<file path="config.mk">
export PLATFORM = sky130hd
export DESIGN_NAME = uart_rx_fifo
export DESIGN_NICKNAME = d
export VERILOG_FILES = /design/src/rtl/uart_pkg.sv /design/src/rtl/uart_fifo_mem.sv /design/src/rtl/uart_rx_fifo.sv
export SDC_FILE = /design/constraint.sdc
export NUM_CORES = 1
export LEC_CHECK = 0
export CAP_MARGIN = 20
export CORE_MARGIN = 5
export CORE_UTILIZATION = 55
export DETAILED_ROUTE_END_ITERATION = 12
export GPL_TIMING_DRIVEN = 1
export PLACE_DENSITY = 0.74
export SYNTH_ARGS = -nofsm -noshare
export SYNTH_HDL_FRONTEND = slang
export SYNTH_SLANG_ARGS = --single-unit
</file>
<file path="constraint.sdc">
create_clock -name Clock -period 5.65 [get_ports Clock]
set_input_delay 0.8475 -clock Clock [delete_from_list [all_inputs] [get_ports Clock]]
set_output_delay 0.8475 -clock Clock [all_outputs]
set_load 0.1 [all_outputs]
</file>
<file path="src/rtl/uart_pkg.sv">
// Shared UART receive-path constants and the stored entry layout.
package uart_pkg;

  localparam int unsigned UART_DATA_W     = 8;
  localparam int unsigned UART_FIFO_DEPTH = 16;

  typedef struct packed {
    logic                   err;
    logic [UART_DATA_W-1:0] data;
  } rx_entry_t;

endpackage

</file>
<file path="src/rtl/uart_fifo_mem.sv">
// FIFO storage: one synchronous write port and one asynchronous read port.
module uart_fifo_mem #(
  parameter int unsigned DEPTH = 16,
  parameter int unsigned W     = 9
) (
  input  logic                     clk_i,
  input  logic                     we_i,
  input  logic [$clog2(DEPTH)-1:0] waddr_i,
  input  logic [W-1:0]             wdata_i,
  input  logic [$clog2(DEPTH)-1:0] raddr_i,
  output logic [W-1:0]             rdata_o
);

  logic [W-1:0] mem_q [DEPTH];

  // Storage is intentionally not reset; validity is tracked by the occupancy count.
  always_ff @(posedge clk_i) begin
    if (we_i) begin
      mem_q[waddr_i] <= wdata_i;
    end
  end

  assign rdata_o = mem_q[raddr_i];

endmodule

</file>
<file path="src/rtl/uart_rx_fifo.sv">
// Receive byte buffer: first-word-fall-through FIFO with sticky overrun and drop counter.
module uart_rx_fifo
  import uart_pkg::*;
#(
  parameter int unsigned DEPTH  = UART_FIFO_DEPTH,
  parameter int unsigned DATA_W = UART_DATA_W
) (
  input  logic                       Clock,
  input  logic                       Reset,
  input  logic                       WrValid,
  input  logic [DATA_W-1:0]          WrData,
  input  logic                       WrError,
  output logic                       RdValid,
  input  logic                       RdReady,
  output logic [DATA_W-1:0]          RdData,
  output logic                       RdError,
  output logic [$clog2(DEPTH+1)-1:0] Count,
  output logic                       Full,
  output logic                       Empty,
  output logic                       Overrun,
  output logic [7:0]                 DropCount,
  input  logic                       ClearOverrun
);

  localparam int unsigned AW    = $clog2(DEPTH);
  localparam int unsigned CNT_W = $clog2(DEPTH + 1);

  logic [AW-1:0]    wr_ptr_q, wr_ptr_d;
  logic [AW-1:0]    rd_ptr_q, rd_ptr_d;
  logic [CNT_W-1:0] count_q, count_d;
  logic             full_q, empty_q;
  logic             ovr_q, ovr_d;
  logic [7:0]       drop_cnt_q, drop_cnt_d;

  logic             pop, wr_acc, drop;
  logic [DATA_W:0]  rd_entry;

  always_comb begin
    pop        = ~empty_q & RdReady;
    wr_acc     = WrValid & (~full_q | pop);
    drop       = WrValid & full_q & ~pop;
    wr_ptr_d   = wr_ptr_q;
    rd_ptr_d   = rd_ptr_q;
    count_d    = count_q;
    ovr_d      = ovr_q;
    drop_cnt_d = drop_cnt_q;

    if (wr_acc) begin
      wr_ptr_d = wr_ptr_q + AW'(1);
    end
    if (pop) begin
      rd_ptr_d = rd_ptr_q + AW'(1);
    end

    case ({wr_acc, pop})
      2'b10:   count_d = count_q + CNT_W'(1);
      2'b01:   count_d = count_q - CNT_W'(1);
      default: count_d = count_q;
    endcase

    // A drop in the same cycle as a clear restarts the count at one.
    if (drop) begin
      ovr_d = 1'b1;
      if (ClearOverrun) begin
        drop_cnt_d = 8'd1;
      end else if (drop_cnt_q != 8'hFF) begin
        drop_cnt_d = drop_cnt_q + 8'd1;
      end
    end else if (ClearOverrun) begin
      ovr_d      = 1'b0;
      drop_cnt_d = '0;
    end
  end

  always_ff @(posedge Clock) begin
    if (Reset) begin
      wr_ptr_q   <= '0;
      rd_ptr_q   <= '0;
      count_q    <= '0;
      full_q     <= 1'b0;
      empty_q    <= 1'b1;
      ovr_q      <= 1'b0;
      drop_cnt_q <= '0;
    end else begin
      wr_ptr_q   <= wr_ptr_d;
      rd_ptr_q   <= rd_ptr_d;
      count_q    <= count_d;
      full_q     <= (count_d == CNT_W'(DEPTH));
      empty_q    <= (count_d == '0);
      ovr_q      <= ovr_d;
      drop_cnt_q <= drop_cnt_d;
    end
  end

  uart_fifo_mem #(
    .DEPTH (DEPTH),
    .W     (DATA_W + 1)
  ) u_mem (
    .clk_i   (Clock),
    .we_i    (wr_acc & ~Reset),
    .waddr_i (wr_ptr_q),
    .wdata_i ({WrError, WrData}),
    .raddr_i (rd_ptr_q),
    .rdata_o (rd_entry)
  );

  assign RdValid   = ~empty_q;
  assign RdData    = rd_entry[DATA_W-1:0];
  assign RdError   = rd_entry[DATA_W];
  assign Count     = count_q;
  assign Full      = full_q;
  assign Empty     = empty_q;
  assign Overrun   = ovr_q;
  assign DropCount = drop_cnt_q;

endmodule

</file>
==> impl_metrics.py <==
metrics = {
    "clock_network": {
        "htreeDepth": 4,
        "root_buffer": "clkbuf_16",
        "cts_sinks": 172,
        "cts_tree": "done",
        "hold_buffers": 0,
        "clk_latency_ns": 0.42,
        "numCtsBuffers": 17,
        "clock_path_buffers": 2,
        "cts-resized-gates": 0,
        "post_cts_buffers": 0,
        "clk_pin_slew_worst_paths_ns": 0.07,
    },
    "synth": {
        "ys_async_sr_fraction": 0,
        "ys_seq_area_frac": 0.701,
        "ys_warn_count": 0,
        "synth_area_sq_mm": 0.00696,
        "synth_cells": 372,
        "ys_types": 41,
        "synth_nets": 395,
        "synth_edf_count": 144,
        "synth_area_per_cell_sq_um": 18.7,
        "ys_ff_latch": 172,
        "synthFlopType": "edfxtp_1",
    },
    "power": {
        "power_frac_comb": 0.158,
        "p_clk_frac": 0.371,
        "power.share.sequential": 0.471,
        "power_density_mw_per_mm2": 373,
        "switching_share": 0.280,
        "ir_drop_v": 0.000219,
        "p_switching_mw": 0.851,
        "leakage_nw": 2.68,
        "intPower_mw": 2.19,
    },
    "global_route": {
        "grt-ovfl-total": 0,
        "grt_start_max_net_pins": 37,
        "antenna_found_initial": 0,
        "grt_pass1_wl_mm": 21.4,
        "grt_pass1_vias": 3720,
        "track_usage": 0.203,
    },
    "place": {
        "numPortBuffers": 39,
        "dp_hpwl_mm": 8.85,
        "gp_congestion": 0.827,
        "post_dp_cell_area_sq_mm": 0.00757,
    },
    "critical_path": {
        "path_class": "flip-flop to output port",
        "worstPathRequired_ns": 4.80,
        "cp-start-kind": "flip-flop",
        "rr_worst_depth": 11,
        "worstSetupPathDepth": 4,
        "endpoint": "RdData[4]",
        "cp_top_family": "buffers and inverters",
        "r2r_end": "Full",
        "arrival_ns": 3.62,
        "cp_max_fo": 20,
        "critPathCaptureType": "output port",
        "slowest_delay_ns": 1.01,
        "worst-path-buf-inv": 2,
        "reg2reg_from": "Empty",
        "ff2ff_setup_slack_ns": 2.80,
        "cp_cell_sequence": "buf_4, mux4_1, mux4_2, clkdlybuf4s50_1",
        "critPathSlowestCell": "clkdlybuf4s50_1",
    },
    "route": {
        "highest_layer": "met4",
        "dr_total_vias": 3565,
        "avgViaCountPerCell": 5.83,
        "detail_route.wl_per_cell_um": 22.7,
        "first_pass_iters": 5,
        "wl_met1_mm": 5.56,
        "dr_wl_met2_mm": 7.17,
        "route.detailed.drc": 0,
        "wl_met3_um": 933,
        "drt_iter0_drc": 368,
        "ant_nets": 0,
        "wl_mm": 13.9,
    },
    "floorplan": {
        "ios": 40,
        "fp.coreArea_sq_mm": 0.0125,
        "die_y_um": 123,
        "die_x_um": 123,
        "die-area_sq_mm": 0.0150,
        "start_util": 0.556,
        "rows": 41,
    },
    "sta": {
        "slew_headroom": 0.263,
        "finalCriticalPeriod_ns": 4.46,
        "hold_viol": 0,
        "min_period_over_period": 0.790,
        "timing.clock.skew_ns": 0.00726,
        "finalSetupTns_ns": 0,
        "rsz0062_at_grt": "false",
        "slew_viol_final": 0,
        "max_slew.worst_pin.slew_ns": 1.10,
        "setup_viol": 0,
        "fmax_ghz": 0.224,
    },
    "layout": {
        "final_area_sq_mm": 0.00816,
        "drive_gt1_frac": 0.145,
        "antenna_cells": 0,
        "layout_commonest_cell": "edfxtp_1",
        "multi_input_area_sq_mm": 0.00195,
        "areaGrowthSynthToFinish_pct": 17.2,
        "fillCellCount": 874,
        "nets": 450,
        "seq_area_sq_mm": 0.00489,
        "final_cell_mix": "edfxtp_1 (144), clkdlybuf4s50_1 (39), mux4_1 (32), nor2_1 (30), dfxtp_1 (27)",
    },
    "run": {
        "cap_viol_max_count": 0,
    },
    "worst_hold_path": {
        "hold_path_class": "flip-flop to flip-flop",
    },
    "status": {
        "status": "finished clean",
    },
}
-- cell families (layout without fill, tap and decap cells) --
logic type | Yosys count | after routing | share of synthesized area
flip-flops | 172 | 172 | 0.701
AND/OR/NAND/NOR | 80 | 80 | 0.0561
multiplexers | 50 | 50 | 0.170
buffers and inverters | 24 | 92 | 0.0180
AO/OA/AOI/OAI | 23 | 23 | 0.0207
XOR/XNOR | 14 | 14 | 0.0176
adder cells (fa/ha/maj) | 9 | 9 | 0.0162
-- stage by stage --
stage / total power, mW / setup WS, ns / util / instances / hold WS (ns)
6_report: 3.05 / 1.19 / 0.652 / 612 / 0.474
2_1_floorplan: 1.83 / 2.45 / - / 372 / 0.468
5_1_grt: 3.16 / 1.09 / 0.652 / 612 / 0.527
3_3_place_gp: 1.93 / 1.68 / 0.602 / 575 / 0.463
4_1_cts: 3.07 / 1.13 / 0.651 / 611 / 0.481
3_5_place_dp: 1.94 / 1.66 / 0.605 / 579 / 0.469
-- worst min path at each step --
stage / start / end / slack, ns / depth (start not counted)
detailed placement: Overrun / Overrun / 0.47 / 2
global route: Overrun / Overrun / 0.53 / 2
CTS: Overrun / Overrun / 0.48 / 2
finish: Overrun / Overrun / 0.47 / 2
floorplan: rd_ptr_q[1] / flip-flop / 0.47 / 2
global placement: Overrun / Overrun / 0.46 / 2
-- layer usage --
layer / vias up / GRT usage
met1: 1771 / 0.264
met4: 0 / 0.0693
li1: 1618 / -
met3: 22 / 0.0484
met2: 154 / 0.339
met5: - / 0
-- cell type report --
cell class / count / share of cell area
flip-flops and latches: 172 / 0.599
multi-input cells: 176 / 0.239
repair buffers: 51 / 0.0607
clock buffers: 17 / 0.0521
well taps: 172 / 0.0264
clock inverters: 15 / 0.0185
inverters: 9 / 0.00414
-- synthesized netlist by cell type, types with 3 or more instances --
library cell  number  area (sq um)
inv_1              9          33.8
nand4_1            3          18.8
buf_6              3          33.8
nand2_1           18          67.6
xnor2_1            8          70.1
o21ai_0            3          15.0
mux2i_1            4          40.0
nor3_1             8          40.0
nor2_1            30           113
buf_1              5          18.8
clkbuf_1           5          18.8
nand2b_1           5          31.3
ha_1               9           113
mux4_2            13           293
edfxtp_1         144          4320
nand3_1            3          15.0
mux4_1            32           841
a21oi_1           10          50.1
xor2_1             6          52.6
dfxtp_1           28           561
-- tightest hold or removal path: stages (launching register included) --
cell and delay [ns]:
dfxtp_1 0.31, nand2b_1 0.06, a21oi_1 0.06
-- flip-flops by register name, summed over array words and instances, names as in the netlist, named ones only --
register	count
wr_ptr_q	4
Full	1
Overrun	1
Count	5
rd_ptr_q	4
DropCount	8
Empty	1
u_mem.mem_q	144
-- power by group through the flow --
| stage | Sequential [mW] | Combinational, mW | Clock [mW] |
|---|---|---|---|
| 6_report | 1.43 | 0.482 | 1.13 |
| 5_1_grt | 1.44 | 0.506 | 1.21 |
| 4_1_cts | 1.43 | 0.485 | 1.15 |
| 3_5_place_dp | 1.46 | 0.481 | 0 |
| 3_3_place_gp | 1.46 | 0.472 | 0 |
| 2_1_floorplan | 1.51 | 0.318 | 0 |
Note: power is estimated with default switching activity, not from simulation.
